File: config.mk
export PLATFORM = sky130hd
export DESIGN_NAME = isa_stream_buf
export DESIGN_NICKNAME = d
export VERILOG_FILES = /design/src/rtl/isa_stream_buf.sv
export SDC_FILE = /design/constraint.sdc
export NUM_CORES = 1
export LEC_CHECK = 0
export BUFFER_PORTS_ARGS = -buffer_cell sky130_fd_sc_hd__buf_2
export CORE_MARGIN = 5
export CORE_UTILIZATION = 50
export CTS_CLUSTER_DIAMETER = 150
export DETAILED_ROUTE_END_ITERATION = 16
export PLACE_DENSITY_LB_ADDON = 0.12
export SLEW_MARGIN = 25
export SYNTH_ARGS = -nofsm -noshare
export SYNTH_HDL_FRONTEND = slang
export SYNTH_SLANG_ARGS = --single-unit
File: constraint.sdc
create_clock -name clk_cpu -period 43.6 [get_ports clk_cpu]
set_clock_uncertainty 0.05 [all_clocks]
set_input_delay 2.18 -clock clk_cpu [delete_from_list [all_inputs] [get_ports clk_cpu]]
set_output_delay 2.18 -clock clk_cpu [all_outputs]
set_load 0.01 [all_outputs]
File: src/rtl/isa_stream_buf.sv
// Instruction-load buffer: queues (data, addr) writes from the loader and replays
// them to the instruction memory write port, one word per cycle with stall.
module isa_stream_buf #(
  parameter int unsigned DATA_W    = 128,
  parameter int unsigned ADDR_W    = 16,
  parameter int unsigned DEPTH     = 8,
  parameter int unsigned ADDR_STEP = 1
) (
  input  logic                       clk_cpu,
  input  logic                       rst,
  input  logic                       in_wren,
  input  logic [DATA_W-1:0]          in_data,
  input  logic [ADDR_W-1:0]          in_addr,
  input  logic                       in_auto,
  output logic                       in_full,
  input  logic                       flush,
  input  logic                       out_stall,
  output logic                       isa_wren_o,
  output logic [DATA_W-1:0]          isa_data_o,
  output logic [ADDR_W-1:0]          isa_addr_o,
  output logic [$clog2(DEPTH):0]     level,
  output logic                       overflow,
  input  logic                       clr_ovf
);

  localparam int unsigned PTR_W = $clog2(DEPTH);
  localparam int unsigned LVL_W = $clog2(DEPTH) + 1;

  typedef struct packed {
    logic [ADDR_W-1:0] addr;
    logic [DATA_W-1:0] data;
  } entry_t;

  entry_t             mem [DEPTH];
  logic [PTR_W-1:0]   wr_ptr;
  logic [PTR_W-1:0]   rd_ptr;
  logic [ADDR_W-1:0]  last_addr;

  logic               push_c;
  logic               drop_c;
  logic               pop_c;
  logic [ADDR_W-1:0]  wr_addr_c;
  logic [LVL_W-1:0]   level_nxt_c;
  entry_t             head_c;

  // Push/pop decisions are taken on the pre-edge level; flush overrides both.
  always_comb begin
    push_c      = in_wren & ~flush & (level < LVL_W'(DEPTH));
    drop_c      = in_wren & ~flush & (level == LVL_W'(DEPTH));
    pop_c       = (level != '0) & ~out_stall & ~flush;
    wr_addr_c   = in_auto ? (last_addr + ADDR_W'(ADDR_STEP)) : in_addr;
    head_c      = mem[rd_ptr];
    level_nxt_c = level;
    if (flush) begin
      level_nxt_c = '0;
    end else if (push_c && !pop_c) begin
      level_nxt_c = level + LVL_W'(1);
    end else if (pop_c && !push_c) begin
      level_nxt_c = level - LVL_W'(1);
    end
  end

  // Storage array carries no reset; validity is tracked by pointers and level.
  always_ff @(posedge clk_cpu) begin
    if (push_c) begin
      mem[wr_ptr] <= '{addr: wr_addr_c, data: in_data};
    end
  end

  always_ff @(posedge clk_cpu) begin
    if (rst) begin
      wr_ptr     <= '0;
      rd_ptr     <= '0;
      level      <= '0;
      in_full    <= 1'b0;
      last_addr  <= '0;
      overflow   <= 1'b0;
      isa_wren_o <= 1'b0;
      isa_data_o <= '0;
      isa_addr_o <= '0;
    end else begin
      if (flush) begin
        wr_ptr <= '0;
        rd_ptr <= '0;
      end else begin
        if (push_c) wr_ptr <= wr_ptr + PTR_W'(1);
        if (pop_c)  rd_ptr <= rd_ptr + PTR_W'(1);
      end
      level   <= level_nxt_c;
      in_full <= (level_nxt_c == LVL_W'(DEPTH));
      if (push_c) last_addr <= wr_addr_c;
      // A dropped write wins over a same-cycle clear.
      if (drop_c) begin
        overflow <= 1'b1;
      end else if (clr_ovf) begin
        overflow <= 1'b0;
      end
      isa_wren_o <= pop_c;
      isa_data_o <= pop_c ? head_c.data : '0;
      isa_addr_o <= pop_c ? head_c.addr : '0;
    end
  end

endmodule

== Word level (Yosys, flattened, before mapping) ==
Memory sizes are Yosys's and may differ from the RTL's. A register that Yosys moved wholly into a read port is not among the register bits.
Index checks and enable logic that the tools add are counted.

* Latch bits: 0
* Bits of input ports: 151
* Bits in registers: 29
* Logic and storage cells: 40
* ROM bits: 0
* Memory bits (writable): 1152
* Output and inout port bits: 151
* Memories kept: 1

* Reduce and logical (&&, ||, !) cells: 8
* Divide/modulo/power cells: 0
* $lt $le $gt $ge: 1
* Multiplexer cells: 8
* Bitwise logic cells: 8
* Multiply operators: 0
* Shift-type cells: 0
* Equality and inequality tests: 2
* $add $sub $neg: 5

{| class="wikitable"
|+ Memory list
! memory !! depth !! width !! read ports !! clocked after Yosys merged registers in !! write ports !! line !! text
|-
| mem || 8 || 144 || 1 || 1 || 1 || 34 || <nowiki>entry_t mem [DEPTH];</nowiki>
|}

{| class="wikitable"
|+ Operators with widths
! kind !! number
|-
| 16-bit by 1-bit adder with 16-bit output (second input constant) || 1
|-
| 16-bit two-way mux || 1
|-
| 4-bit two-way mux || 3
|-
| 4-bit equality test (second input constant) || 2
|-
| 3-bit by 1-bit adder with 3-bit output (second input constant) || 2
|-
| 1-bit bitwise AND || 5
|-
| 4-bit by 1-bit adder with 4-bit output (second input constant) || 1
|-
| 4-bit less-than comparator (second input constant) || 1
|-
| 1-bit two-way mux || 4
|-
| 4-bit nonzero test || 1
|-
| 2-bit OR reduction || 2
|-
| 4-bit by 1-bit subtractor with 4-bit output (second input constant) || 1
|-
| 1-bit inverter || 3
|-
| 1-bit logical AND || 2
|-
| 1-bit logical NOT || 2
|-
| 2-bit nonzero test || 1
|}

== Longest topological paths before layout ==
Gate-level depths: netlist of the first run.

* Word-level depth: 9
* Mapped depth: 8
* Gate-level depth less buffers: 6

== Worst setup path before layout of the first run ==
No wires, ideal clock.

* Path kind: input-to-reg
* Start: in flush
* End: mem mem[1][0] (netlist bit) (enable)
* Setup time: 1051 ps
* Cell stages on the path: 5
* Slack: 24630 ps
* Data arrival time: 17869 ps
* Buffers on the path: 3
* Data required time: 42499 ps
* Cells stage by stage: clkbuf_1 > or3b_2 > buf_6 > clkbuf_1 > nor4b_1

* Longest elaborated chain between the ends: 5

{| class="wikitable"
|+ RTL lines
! element !! line !! text
|-
| start: declaration || 16 || <nowiki>input logic flush,</nowiki>
|-
| 1-bit inverter || 48 || <nowiki>push_c = in_wren & ~flush & (level < LVL_W'(DEPTH));</nowiki>
|-
| 1-bit bitwise AND (2 in series) || 48 ||
|-
| 1-bit two-way mux || 65 || <nowiki>if (push_c) begin</nowiki>
|-
| 1-bit two-way mux (implied by the code) || 66 || <nowiki>mem[wr_ptr] <= '{addr: wr_addr_c, data: in_data};</nowiki>
|-
| end: declaration || 34 ||
|}

Every way passes these cells.

== Worst setup path after layout of the first run ==
* Start: in flush
* End: mem mem[1][53] (netlist bit) (enable)

The elaborated chain is that of the path after synthesis.

==> flow_metrics.tcl, run 1 <==
set metrics [dict create \
    path_clk_slew_ps 60 \
    place_area_sq_um 51410 \
    setup_viol 0 \
    antenna_found_initial 28 \
    muxShareOfSynthArea 0.1646 \
    synth_edf_count 1152 \
    hold_violations 0 \
    postSynthAreaPerCell_sq_um 21.62 \
    place_congestion 0.7421 \
    fin_setup_tns_ps 0 \
    track_usage 0.1989 \
    critPathRequiredTime_ps 43870 \
    ys_seq_area_frac 0.7861 \
    met3_length_um 6809 \
    fill_cells 7247 \
    powerDensity_nw_per_um2 45.52 \
    grt_max_degree 131 \
    nets 2753 \
    leakage_uw 0.01785 \
    worst_slack_ps 38030 \
    numCtsBuffers 136 \
    slew_headroom 0.3046 \
    crit_type "primary input to register" \
    hold_path.class "register to register" \
    cts_resized 0 \
    timing.max_cap.violations 0 \
    cp_top_family "buffers and inverters" \
    r2r-end "mem[1][53]" \
    wl_per_cell_um 25.46 \
    holdBufCountCts 0 \
    slew_viol_final 0 \
    status "complete, no violations" \
    synth_cell_type_count 56 \
    synth.net_count 2395 \
    cp-start-kind "primary input" \
    area_growth_pct 15.00 \
    endpoint_kind "register" \
    grt_pass1_wl_um 154300 \
    place_hpwl_um 54680 \
    synth_xor_area_frac 0.003076 \
    min_to "overflow" \
    cts_setup_buffers 0 \
    synth_flop_cell "edfxtp_1" \
    h-tree-depth 4 \
    hold_slack_ps 418.6 \
    ys_ff_latch 1325 \
    synth_compound_area_frac 0.007805 \
    drt-pass1-iter-count 5 \
    io_pins 302 \
    power.total_uw 2534 \
    crit_path_max_fanout 59 \
    top_layer_used "met5" \
    final.period_utilization 0.1278 \
    path_cells "buf_2 -> or3b_2 -> nor4b_2 -> buf_4 -> buf_4 -> buf_4" \
    worstReg2RegStart "level[3]" \
    synthSimpleGateAreaFrac 0.02623 \
    ys_async_sr_fraction 0 \
    pre_cts_slack_ps 37230 \
    drc 0 \
    clk_path_buf_depth 3 \
    cp_slowest_stage_delay_ps 900 \
    ff2ff_path_depth 5 \
    via_per_inst 5.675 \
    peakVddDrop_mv 0.03350 \
    hp-start "overflow" \
    die_x_um 321.2 \
    clock-root-buffer "clkbuf_16" \
    min_delay_path_depth 2 \
    die-area_sq_um 103100 \
    rsz0062_at_grt "false" \
    worst_slew_pin_slew_ps 1043 \
    syn_inst 2239 \
    grt_overflow 0 \
    arrival_ps 5840 \
    ys.warnings.count 0 \
    critical_path.slowest_cell "buf_4" \
    syn_area_sq_um 48410 \
    grt_pass1_vias 24300 \
    final_cell_mix "edfxtp_1, buf_2, mux4_2, nor2_1, dfxtp_1" \
    cts_tree "built" \
    fin_crit_ps 5572 \
    core_sq_um 96420 \
    dieHeight_um 321.2 \
    reg2reg_slack_ps 39240 \
    crit_cells 6 \
    drtIter0Drc 1779 \
    vias 22640 \
    met1_length_um 44210 \
    fin_area_sq_um 55670 \
    final_common_cell "edfxtp_1" \
    start_util 0.5021 \
    clkSinkCount 1325 \
    fmax_ghz 0.1795 \
    core.rowCount 114 \
    wl_met2_um 48830 \
    synthAdderAreaFrac 0.001292 \
    drive_above_1_share 0.3097 \
    crit_path_frequent_cell "buf_4" \
    drt-total-wl_um 101600 \
    clk_latency_ps 710 \
    antenna_left 0 \
    synth_top_family_by_area "multiplexers" \
    io_buffer_count 301 \
    critPathBufInv 4 \
]
[routing by layer]
metal,GRT usage,vias to the layer above
met2,0.3150,670
met1,0.2867,11920
li1,-,9887
met3,0.04864,157
met4,0.04458,12
met5,0,-
[how the worst max path moves through the flow]
stage	slack, ps	startpoint	endpoint
after floorplan	24630	flush	mem[1][0]
after global placement	37280	flush	mem[1][51]
after detailed placement	37230	flush	mem[1][48]
after CTS	38010	flush	mem[1][50]
after global routing	37890	flush	mem[1][50]
final	38030	flush	mem[1][53]
[kinds of logic (layout without fill, tap and decap cells)]
group | count (synthesis) | in the layout
AOI/OAI and AO/OA | 60 | 60
xor gates and xnor gates | 17 | 17
adders and majority gates | 5 | 5
buffers and inverters | 121 | 585
DFF | 1325 | 1325
muxes | 436 | 436
other | 0 | 11
and+or+nand+nor | 275 | 275
[cell type report]
cell class                 instances  area, sq um  share of cell area
sequential                      1325        38070              0.6838
antenna                           11        27.53           0.0004944
multi-input combinational        793         9884              0.1775
tap                             1276         1597             0.02868
inverter                           6        22.52           0.0004045
clock buffer                     190         3790             0.06807
clock inverter                    54        414.1            0.007439
timing repair buffer             335         1872             0.03362
[worst reg2reg max path, cell delays in order (launching register included)]
cell	delay (ps)
dfxtp_1	410
or3b_2	780
nor4b_2	320
buf_4	620
buf_4	790
buf_4	940
[state kept, by name, summed over array words and instances, names as in the netlist]
| register | flops |
|---|---|
| isa_data_o | 128 |
| level | 4 |
| wr_ptr | 3 |
| rd_ptr | 3 |
| mem | 1152 |
| isa_wren_o | 1 |
| last_addr | 16 |
| overflow | 1 |
| in_full | 1 |
| isa_addr_o | 16 |
[where the power goes]
part / leakage (uW) / total, uW / switching [uW] / internal [uW]
Combinational: 0.00397 / 53.3 / 33.8 / 19.4
Sequential: 0.0118 / 1390 / 3.81 / 1390
Clock: 0.00206 / 1090 / 453 / 636
Total: 0.0178 / 2530 / 491 / 2040
[through the flow]
step / utilization / std cells
after floorplan: - / 2239
after global placement: 0.5331 / 3734
after detailed placement: 0.5332 / 3734
after CTS: 0.5768 / 3978
after global routing: 0.5771 / 3980
final: 0.5774 / 3990
[synth_stat cells (all sizes together) (2+ instances only)]
| library cell | count | area [sq um] |
|---|---|---|
| a211o | 2 | 17.52 |
| a21o | 2 | 15.01 |
| a21oi | 26 | 130.1 |
| a31oi | 7 | 43.79 |
| and3 | 8 | 51.30 |
| buf | 69 | 331.6 |
| clkbuf | 46 | 172.7 |
| dfxtp | 173 | 3463 |
| edfxtp | 1152 | 34590 |
| ha | 5 | 62.56 |
| inv | 6 | 22.52 |
| mux2i | 147 | 1471 |
| mux4 | 288 | 6486 |
| nand2 | 21 | 78.83 |
| nand2b | 6 | 37.54 |
| nand3 | 16 | 85.08 |
| nand3b | 5 | 37.54 |
| nand4 | 5 | 37.53 |
| nand4b | 4 | 35.03 |
| nor2 | 172 | 645.6 |
| nor2b | 3 | 18.77 |
| nor3 | 6 | 30.03 |
| nor3b | 5 | 37.54 |
| nor4 | 7 | 43.79 |
| nor4b | 2 | 17.52 |
| o21ai | 8 | 40.04 |
| o31a | 2 | 17.52 |
| o32ai | 2 | 17.52 |
| or2 | 2 | 12.51 |
| or3 | 3 | 18.77 |
| or3b | 3 | 26.28 |
| or4 | 4 | 33.78 |
| xnor2 | 7 | 61.31 |
| xor2 | 10 | 87.58 |
(Power assumes the default switching activity.)
==> run 2, diff against run 1 <==
==> constraint.sdc (replaced) <==
create_clock -name clk_cpu -period 5.4 [get_ports clk_cpu]
set_clock_uncertainty 0.05 [all_clocks]
set_input_delay 0.27 -clock clk_cpu [delete_from_list [all_inputs] [get_ports clk_cpu]]
set_output_delay 0.27 -clock clk_cpu [all_outputs]
set_load 0.01 [all_outputs]
==> run 2 against run 1 <==
  * Sequential power grew to 8.1 times the previous value
  * Critical path depth shrank 2
  * First-iteration DRC count shrank 2.2%
  * Combinational power grew to 9.8 times the previous value
  * Count of clock-buffer cells in the layout shrank 11
  * Via count grew 2.2%
  * Cell count grew 3.9%
  * Die area is the same
  * Total power grew to 8.4 times the previous value
  * Utilization grew 2.2 points
  * Largest power group unchanged
  * Highest routed layer unchanged
==> flow_metrics.tcl, run 2 (synthesized netlist as in run 1, its figures left out) <==
set metrics [dict create \
    numCtsBuffers 137 \
    hold_path.class "primary input to register" \
    place_congestion 0.7622 \
    dieHeight_um 321.2 \
    clkSinkCount 1325 \
    h-tree-depth 4 \
    final_cell_mix "edfxtp_1, buf_2, mux4_2, nor2_1, dfxtp_1" \
    wl_per_cell_um 24.41 \
    die_x_um 321.2 \
    clk_latency_ps 720 \
    drt-pass1-iter-count 5 \
    crit_type "register to register" \
    busiest_layer "met2" \
    clock-root-buffer "clkbuf_16" \
    grt_max_degree 112 \
    antenna_left 0 \
    slew_headroom 0.3436 \
    antenna_found_initial 10 \
    ff2ff_path_depth 4 \
    path_clk_slew_ps 60 \
    drc 0 \
    timing.max_cap.violations 0 \
    cp-start-kind "register" \
    drtIter0Drc 1740 \
    largest_reg_flops 1152 \
    final.period_utilization 0.5485 \
    grt_overflow 0 \
    nets 2902 \
    cts_resized 0 \
    drt-total-wl_um 101200 \
    fmax_ghz 0.3376 \
    min_delay_path_depth 4 \
    grtUsageMet3 0.03750 \
    via_per_inst 5.584 \
    crit_path_max_fanout 74 \
    grt_pass1_wl_um 153500 \
    clk_path_buf_depth 3 \
    endpoint_kind "register" \
    place_hpwl_um 52780 \
    dpl.cell_count 3733 \
    hold_violations 0 \
    peakVddDrop_mv 0.2579 \
    rsz0062_at_grt "false" \
    start_util 0.5021 \
    arrival_ps 3250 \
    setup_viol 0 \
    grt_pass1_vias 24660 \
    leakage_uw 0.01870 \
    io_buffer_count 301 \
    grtUsageMet1 0.2849 \
    core_sq_um 96420 \
    powerDensity_nw_per_um2 368.3 \
    final_common_cell "edfxtp_1" \
    fin_setup_tns_ps 0 \
    core.rowCount 114 \
    die-area_sq_um 103100 \
    cts_setup_buffers 0 \
    fin_crit_ps 2962 \
    critPathRequiredTime_ps 5690 \
    area_growth_pct 19.39 \
    worst_slew_pin_slew_ps 984.6 \
    grt_use_met2 0.3188 \
    drive_above_1_share 0.2965 \
    power.total_uw 21290 \
    fin_cells 4145 \
    cts_tree "built" \
    largest_registers "mem (1152), isa_data_o (128)" \
    slew_viol_final 0 \
    track_usage 0.1978 \
    status "complete, no violations" \
    vias 23150 \
    holdBufCountCts 149 \
    io_pins 302 \
    largest_register "mem" \
]
## run 2: power by group
part	switching [uW]	total, uW	internal [uW]
combinational	293	523	230
clock	3770	9520	5750
sequential	31.2	11200	11200
## run 2: final cells by class
type	count	area, sq um
timing repair buffer	483	3550
multi-input combinational	793	9936
sequential	1325	38070
antenna	9	22.52
fill	7012	38620
clock buffer	179	3772
tap	1276	1597
clock inverter	74	829.5
inverter	6	22.52
## run 2: per-stage QoR
stage	cell area (sq um)	util	hold WS, ps	setup slack, ps
floorplan	48520	-	318.9	-2104
global placement	51670	0.5359	407.3	2366
detailed placement	51670	0.5359	414.7	2340
CTS	57760	0.5991	6.355	2425
global route	57780	0.5992	30.78	2302
finish	57800	0.5994	55.98	2438
## run 2: routing by layer
layer | part of all wire | vias up
li1 | - | 10190
met1 | 0.44 | 12240
met2 | 0.49 | 583
met3 | 0.053 | 128
met4 | 0.018 | 2
met5 | 0.00013 | -
## run 2: worst paths after layout
path | startpoint | endpoint | slack, ps
max | level[3] | mem[3][57] | 2440
min | in_addr[5] | last_addr[5] | 60
max reg2reg | level[3] | mem[3][57] | 2440
min reg2reg | last_addr[10] | last_addr[10] | 510
## run 2: critical path: stages (launching register included)
cell	delay (ps)
dfxtp_2	380
or3b_2	770
nor3_4	300
buf_12	430
buf_12	490
